<file path="src/rtl/bask_pkg.sv">
// Shared types and defaults for the BASK transmit path.
package bask_pkg;

   typedef enum logic [1:0] {
      IDLE,
      PREAMBLE,
      DATA,
      GUARD
   } frame_state_t;

   localparam int   BASK_CLKS_PER_BIT   = 50;
   localparam int   BASK_DATA_W         = 8;
   localparam logic BASK_PREAMBLE_FIRST = 1'b1;

   function automatic int max_int(input int a, input int b);
      return (a > b) ? a : b;
   endfunction

endpackage

</file>
<file path="src/rtl/bit_timer.sv">
// Bit period timer: counts clock cycles within one frame bit while running.
module bit_timer
   import bask_pkg::*;
#(
   parameter int CLKS_PER_BIT = BASK_CLKS_PER_BIT
) (
   input  logic clk,
   input  logic rst,
   input  logic run,
   output logic tick
);

   localparam int            CW   = $clog2(CLKS_PER_BIT);
   localparam logic [CW-1:0] LAST = CW'(CLKS_PER_BIT - 1);

   logic [CW-1:0] count;

   // Held at zero while idle so the first bit of a frame gets a full period.
   always_ff @(posedge clk) begin
      if (!rst || !run) begin
         count <= '0;
      end else if (count == LAST) begin
         count <= '0;
      end else begin
         count <= count + CW'(1);
      end
   end

   assign tick = run && (count == LAST);

endmodule

</file>
<file path="src/rtl/bask_bit_framer.sv">
// Frames parallel words (preamble, MSB-first data, guard bit) into a serial bit stream.
module bask_bit_framer
   import bask_pkg::*;
#(
   parameter int DATA_W       = BASK_DATA_W,
   parameter int CLKS_PER_BIT = BASK_CLKS_PER_BIT,
   parameter int PREAMBLE_LEN = 4
) (
   input  logic              clk,
   input  logic              rst,
   input  logic [DATA_W-1:0] data_in,
   input  logic              data_valid,
   output logic              data_ready,
   output logic              bit_out,
   output logic              bit_strobe,
   output logic              busy
);

   localparam int            IW        = $clog2(max_int(PREAMBLE_LEN, DATA_W) + 1);
   localparam logic [IW-1:0] PRE_LAST  = IW'((PREAMBLE_LEN > 0) ? PREAMBLE_LEN - 1 : 0);
   localparam logic [IW-1:0] DATA_LAST = IW'(DATA_W - 1);

   frame_state_t      state;
   frame_state_t      state_next;
   logic [DATA_W-1:0] shreg;
   logic [IW-1:0]     bit_idx;
   logic              tick;
   logic              accept;
   logic              bit_first;
   logic              level;

   // Handshake: a word transfers on any rising edge with data_valid and data_ready both high.
   assign accept = data_valid && data_ready;

   bit_timer #(
      .CLKS_PER_BIT(CLKS_PER_BIT)
   ) u_timer (
      .clk (clk),
      .rst (rst),
      .run (busy),
      .tick(tick)
   );

   always_ff @(posedge clk) begin
      if (!rst) begin
         state <= IDLE;
      end else begin
         state <= state_next;
      end
   end

   always_comb begin
      state_next = state;
      case (state)
         IDLE: begin
            if (accept) begin
               state_next = (PREAMBLE_LEN > 0) ? PREAMBLE : DATA;
            end
         end
         PREAMBLE: begin
            if (tick && (bit_idx == PRE_LAST)) begin
               state_next = DATA;
            end
         end
         DATA: begin
            if (tick && (bit_idx == DATA_LAST)) begin
               state_next = GUARD;
            end
         end
         GUARD: begin
            if (tick) begin
               state_next = IDLE;
            end
         end
         default: state_next = IDLE;
      endcase
   end

   always_comb begin
      busy       = (state != IDLE);
      data_ready = (state == IDLE);
      level      = 1'b0;
      case (state)
         PREAMBLE: level = BASK_PREAMBLE_FIRST ^ bit_idx[0];
         DATA:     level = shreg[DATA_W-1];
         default:  level = 1'b0;
      endcase
   end

   // Outputs trail the FSM by one register stage, so the first bit lands one cycle after accept.
   always_ff @(posedge clk) begin
      if (!rst) begin
         shreg      <= '0;
         bit_idx    <= '0;
         bit_first  <= 1'b0;
         bit_out    <= 1'b0;
         bit_strobe <= 1'b0;
      end else begin
         bit_out    <= level;
         bit_strobe <= bit_first;
         bit_first  <= accept || (tick && (state_next != IDLE));
         if (accept) begin
            shreg   <= data_in;
            bit_idx <= '0;
         end else if (tick) begin
            if (state_next != state) begin
               bit_idx <= '0;
            end else begin
               bit_idx <= bit_idx + IW'(1);
            end
            if (state == DATA) begin
               shreg <= shreg << 1;
            end
         end
      end
   end

endmodule

</file>
<file path="config.mk">
export PLATFORM = sky130hd
export DESIGN_NAME = bask_bit_framer
export DESIGN_NICKNAME = d
export VERILOG_FILES = /design/src/rtl/bask_pkg.sv /design/src/rtl/bit_timer.sv /design/src/rtl/bask_bit_framer.sv
export SDC_FILE = /design/constraint.sdc
export NUM_CORES = 1
export LEC_CHECK = 0
export BUFFER_PORTS_ARGS = -buffer_cell sky130_fd_sc_hd__buf_2
export CORE_MARGIN = 5
export CORE_UTILIZATION = 55
export DETAILED_ROUTE_END_ITERATION = 7
export GPL_TIMING_DRIVEN = 0
export PLACE_DENSITY = 0.75
export SYNTH_ARGS = -nofsm -noshare
export SYNTH_HDL_FRONTEND = slang
export SYNTH_SLANG_ARGS = --single-unit
</file>
<file path="constraint.sdc">
create_clock -name clk -period 3.04 [get_ports clk]
set_input_delay 0.152 -clock clk [delete_from_list [all_inputs] [get_ports clk]]
set_output_delay 0.152 -clock clk [all_outputs]
set_load 0.05 [all_outputs]
</file>
==> run_results.csv, run 1 <==
group,metric,value,unit
floorplanning,start_util,59.2,%
pwr,intPower,0.000403,W
min_path,hp-class,"in2reg",
global_route,top_usage_layer,"met2",
critical_path,arrival,2.40,ns
placed_design,dpl.hpwl,1.86,mm
pwr,ir_worst_vdd,0.323,mV
clocking,clockRootBuffer,"clkbuf_4",
critical_path,end_kind,"register",
clocking,cts_buffer_depth,2,
pwr,seq_power_share,57.7,%
sta,slew_violations,0,
finish,nets,180,
clocking,cts_tree,"yes",
sta,hold_viol,0,
job,maxCapViolCount,0,
synth,syn_inst,142,
sta,setup_viol,0,
floorplanning,boundaryPins,15,
finish,ff_latch_area,460,sq um
global_route,grt_max_degree,13,
finish,diodes,0,
floorplanning,die_h,56.7,um
global_route,overflow,0,
floorplanning,core_area,2020,sq um
clocking,post_cts_resize_count,0,
sta,final.setup.tns,0,ns
synth,yosysSeqAreaShare,38.5,%
pwr,p_sw,0.000160,W
clocking,clock_sinks,23,
synth,syn_area_per_cell,8.43,sq um
drt,wl_per_cell,13.1,um
drt,drc,0,
drt,drtPass1Iterations,5,
finish,multi_input_area,691,sq um
finish,nFillCells,191,
sta,timing.hold.ws,0.0996,ns
clocking,postCtsSetupBuffers,0,
sta,max_freq,0.454,GHz
global_route,grt_use_met3,2.75,%
global_route,grt_use_met2,28.2,%
min_path,whs_path_depth,3,
sta,fin_skew,0.00284,ns
global_route,gr-usage-met1,19.6,%
clocking,cts_buffers,3,
pwr,clock_power_share,23.9,%
critical_path,required,3.23,ns
clocking,cts.reportedPaths.clkPinSlew,0.12,ns
pwr,p_leak,0.504,nW
floorplanning,core.rowCount,16,
global_route,grt_pass1_vias,1004,
run_status,status,"complete, no violations",
synth,ys_warn_count,0,
global_route,antenna_found_initial,0,
finish,syn2layout_area_growth,10.9,%
critical_path,startpoint_type,"register",
global_route,track_usage,15.9,%
pwr,combPwrFrac,18.5,%
synth,mappedNetlistNets,161,
critical_path,r2r_cells,7,
critical_path,critPathMaxFanout,6,
drt,avgViaCountPerCell,5.61,
floorplanning,die_area,3210,sq um
placed_design,gp_congestion,0.799,
drt,finalWirelength,2.46,mm
drt,drt_iter0_drc,18,
clocking,hold_buffers,0,
floorplanning,chipWidth,56.7,um
sta,slew_headroom,68.9,%
synth,syn_area,1200,sq um
sta,timing.final.crit_period,2.20,ns
synth,synth.distinct_cells,34,
pwr,p_per_area,424,nW/um^2
sta,fin_crit_sh,72.5,%
drt,num_vias,1049,
finish,final_layout_size_suffix_gt1_share,15.6,%
global_route,grt_pass1_wl,4.17,mm
clocking,htree_levels,1,
sta,tightest_slew,0.464,ns
sta,rsz0062_at_grt,"no",
clocking,clk_latency,0.30,ns
placed_design,io_buffers,14,
pwr,switching_share,28.4,%
critical_path,criticalPathCategory,"reg2reg",
synth,ys_ff_latch,23,
drt,ant_nets,0,
cell usage in the layout, fill, tap and decap left out, drive strengths merged, types with 2 or more instances in the layout:
| cell | count |
|---|---|
| a21oi | 4 |
| a311oi | 7 |
| a31oi | 4 |
| and2 | 3 |
| buf | 17 |
| clkbuf | 4 |
| dfxtp | 23 |
| ha | 8 |
| inv | 6 |
| nand2 | 24 |
| nand2b | 3 |
| nand3 | 8 |
| nand4 | 4 |
| nand4b | 2 |
| nand4bb | 2 |
| nor2 | 20 |
| o21ai | 6 |
| o41ai | 2 |
| xnor2 | 2 |
| xor2 | 2 |
metal layers:
layer / part of all wire (%) / vias to the layer above
met4: 0.41 / 0
met2: 50 / 20
li1: - / 536
met5: 0 / -
met1: 46 / 491
met3: 4.4 / 2
power by group through the flow:
stage / Combinational [W] / Sequential (W) / Clock (W)
after floorplan: 0.0000739 / 0.000332 / 0
after global placement: 0.000100 / 0.000331 / 0
after detailed placement: 0.000104 / 0.000331 / 0
after CTS: 0.000104 / 0.000325 / 0.000143
after global routing: 0.000115 / 0.000327 / 0.000156
final: 0.000104 / 0.000325 / 0.000134
worst max-delay path, cell delays in order (launching register included):
cell and delay, ns:
dfxtp_1 0.45, inv_1 0.15, ha_1 0.29, nand2b_1 0.25, o21ai_0 0.39, nand4_2 0.27, a31oi_1 0.20, o21ai_1 0.10
flip-flops by register name, summed over array words and instances, names as in the netlist:
signal and count:
shreg 8, state 2, bit_strobe 1, bit_idx 4, bit_first 1, u_timer.count 6, bit_out 1
cell families (layout without fill, tap and decap cells):
kind of cell	Yosys count	after routing	share of synthesized area, %
DFF	23	23	38.5
xor gates and xnor gates	4	4	2.93
adders and majority gates	8	8	8.36
AOI/OAI and AO/OA	28	28	17.3
buffers and inverters	10	28	3.87
and+or+nand+nor	69	69	29.1
area by class of cell:
| cell class | count | share of cell area (%) |
|---|---|---|
| clock buffer | 4 | 1.98 |
| tap | 27 | 2.54 |
| timing repair buffer | 14 | 5.28 |
| buffer | 3 | 1.51 |
| multi-input combinational | 109 | 52.0 |
| sequential | 23 | 34.7 |
| inverter | 7 | 1.98 |
synthesized netlist by cell type (all sizes together):
master	n	area, sq um
o22ai	1	6.26
o211ai	1	7.51
nand3	8	40.0
o41ai	2	25.0
a311oi	7	61.3
a31oi	4	25.0
and2	3	18.8
nand4bb	2	38.8
nand4	4	31.3
inv	6	22.5
nor2b	1	6.26
buf	3	20.0
ha	8	100
nor2	20	75.1
a221oi	1	15.0
nand2b	3	18.8
clkinv	1	3.75
a21o	1	8.76
nor3	1	5.00
nand2	24	90.1
or2	1	6.26
o21ai	6	30.0
xnor2	2	17.5
a21oi	4	20.0
dfxtp	23	460
nand4b	2	17.5
xor2	2	17.5
o2bb2ai	1	8.76
through the flow:
step,setup WS (ns),instances,power [W],util [%],instance area (sq um)
floorplan,0.936,142,0.000406,-,1200
global placement,0.972,183,0.000431,64.4,1300
detailed placement,0.893,183,0.000435,64.4,1300
CTS,0.893,187,0.000572,65.7,1330
global route,0.733,187,0.000597,65.7,1330
finish,0.836,187,0.000563,65.7,1330
path summary, 6_finish.rpt:
check | start | endpoint | slack, ns
worst min register to register | bit_first$_SDFF_PN0_ | bit_strobe$_SDFF_PN0_ | 0.46
worst min-delay path | data_in[6] | shreg[6]$_SDFFE_PN0P_ | 0.1
worst max-delay path | state[1]$_SDFF_PN0_ | bit_idx[3]$_SDFFE_PP0P_ | 0.84
worst max register to register | state[1]$_SDFF_PN0_ | bit_idx[3]$_SDFFE_PP0P_ | 0.84
(Power assumes the default switching activity.)
==> run 2: changes to the inputs <==
CORE_UTILIZATION = 50   (was 55)
PLACE_DENSITY = 0.72   (was 0.75)
clock period = 2 ns   (was 3.04 ns; I/O delays follow)
==> run_results.csv, run 2 (synthesis gave the netlist of run 1 again) <==
group,metric,value,unit
floorplanning,die_area,3470,sq um
drt,finalWirelength,2.52,mm
clocking,cts_buffer_depth,2,
critical_path,arrival,2.07,ns
clocking,clk_latency,0.31,ns
drt,num_vias,1058,
sta,tightest_slew,0.500,ns
floorplanning,die_h,58.9,um
pwr,p_leak,0.513,nW
pwr,p_per_area,639,nW/um^2
pwr,ir_worst_vdd,0.442,mV
clocking,cts_tree,"yes",
drt,drtPass1Iterations,4,
pwr,power,0.000885,W
clocking,clockRootBuffer,"clkbuf_4",
finish,nets,181,
finish,fin_cells,189,
drt,wl_per_cell,13.3,um
critical_path,required,2.20,ns
finish,diodes,0,
global_route,grt_pass1_vias,884,
floorplanning,core_area,2250,sq um
pwr,switching_share,29.8,%
sta,setup_viol,0,
global_route,gr-usage-met1,21.5,%
global_route,track_usage,15.3,%
critical_path,critPathMaxFanout,6,
global_route,antenna_found_initial,0,
global_route,grt_use_met3,2.85,%
drt,ant_nets,0,
finish,syn2layout_area_growth,15.7,%
sta,timing.final.crit_period,1.88,ns
floorplanning,core.rowCount,17,
pwr,seq_power_share,55.7,%
floorplanning,chipWidth,58.9,um
pwr,p_sw,0.000264,W
sta,slew_violations,0,
placed_design,dpl.hpwl,1.79,mm
finish,top_regs,"shreg: 8 flops, u_timer.count: 6 flops, bit_idx: 4 flops",
global_route,top_usage_layer,"met1",
global_route,grt_pass1_wl,4.03,mm
pwr,combPwrFrac,19.7,%
sta,final.setup.tns,0,ns
sta,hold_viol,0,
finish,final_layout_size_suffix_gt1_share,22.4,%
global_route,grt_use_met2,21.1,%
floorplanning,start_util,53.1,%
critical_path,criticalPathCategory,"reg2reg",
run_status,status,"complete, no violations",
clocking,clock_sinks,23,
clocking,cts.reportedPaths.clkPinSlew,0.12,ns
critical_path,end_kind,"register",
sta,max_freq,0.533,GHz
drt,drt_iter0_drc,58,
placed_design,gp_congestion,0.975,
pwr,clock_power_share,24.6,%
critical_path,startpoint_type,"register",
finish,final_cell_mix,"nand2_1 (24), dfxtp_1 (21), nor2_1 (19), buf_2 (15), nand3_1 (8)",
placed_design,dp_cells,184,
clocking,hold_buffers,0,
finish,largest_register,"shreg",
min_path,hp-class,"in2reg",
clocking,cts_buffers,3,
drt,drc,0,
sta,fin_crit_sh,93.8,%
pwr,intPower,0.000621,W
clocking,htree_levels,1,
drt,avgViaCountPerCell,5.60,
job,maxCapViolCount,0,
finish,final_common_cell,"nand2_1",
finish,largest_reg_flops,8,
sta,slew_headroom,66.5,%
global_route,overflow,0,
floorplanning,boundaryPins,15,
sta,fin_skew,0.00197,ns
global_route,grt_max_degree,14,
placed_design,io_buffers,14,
run 2: final cells by class:
type / count / area (sq um)
tap: 28 / 35.0
multi-input combinational: 109 / 732
timing repair buffer: 16 / 85.1
clock inverter: 1 / 5.00
fill: 215 / 870
buffer: 2 / 16.3
clock buffer: 3 / 22.5
sequential: 23 / 463
inverter: 7 / 26.3
run 2: path summary, 6_finish.rpt:
path	start	end	slack, ns	cells past startpoint
setup / recovery	state[1]$_SDFF_PN0_	bit_first$_SDFF_PN0_	0.12	8
hold / removal	data_in[6]	shreg[6]$_SDFFE_PN0P_	0.03	3
setup reg to reg	state[1]$_SDFF_PN0_	bit_first$_SDFF_PN0_	0.12	8
hold reg to reg	bit_first$_SDFF_PN0_	bit_strobe$_SDFF_PN0_	0.45	1
run 2: routing by layer:
metal,up-vias,part of all wire (%)
li1,541,-
met1,471,46
met5,-,0
met3,5,5.4
met4,0,2.0
met2,41,46
run 2: power by group through the flow:
stage | clock [W] | combinational (W) | sequential (W)
after floorplan | 0 | 0.000113 | 0.000505
after global placement | 0 | 0.000153 | 0.000503
after detailed placement | 0 | 0.000157 | 0.000503
after CTS | 0.000226 | 0.000163 | 0.000493
after global routing | 0.000248 | 0.000194 | 0.000496
final | 0.000218 | 0.000174 | 0.000493
run 2: timing repair:
action,4_1_cts,5_1_grt
pin swaps,3,2
setup buffers,2,0
resized for setup,3,8
setup endpoints to repair,6,15
run 2: critical path, stage by stage (launching register included):
cell and delay [ns]:
dfxtp_2 0.39, inv_1 0.13, ha_2 0.23, nand2b_4 0.19
o41ai_4 0.37, buf_4 0.17, nand3_1 0.06, nand2_1 0.13
a31oi_1 0.09
run 2: stage by stage:
step | hold WS, ns | setup slack [ns] | utilization (%) | cell area [sq um]
2_1_floorplan | 0.222 | 0.0712 | - | 1200
3_3_place_gp | 0.366 | -0.0146 | 57.9 | 1310
3_5_place_dp | 0.375 | -0.0533 | 57.9 | 1310
4_1_cts | 0.0208 | -0.00731 | 59.9 | 1350
5_1_grt | 0.0188 | -0.0206 | 61.4 | 1390
6_report | 0.0326 | 0.123 | 61.4 | 1390
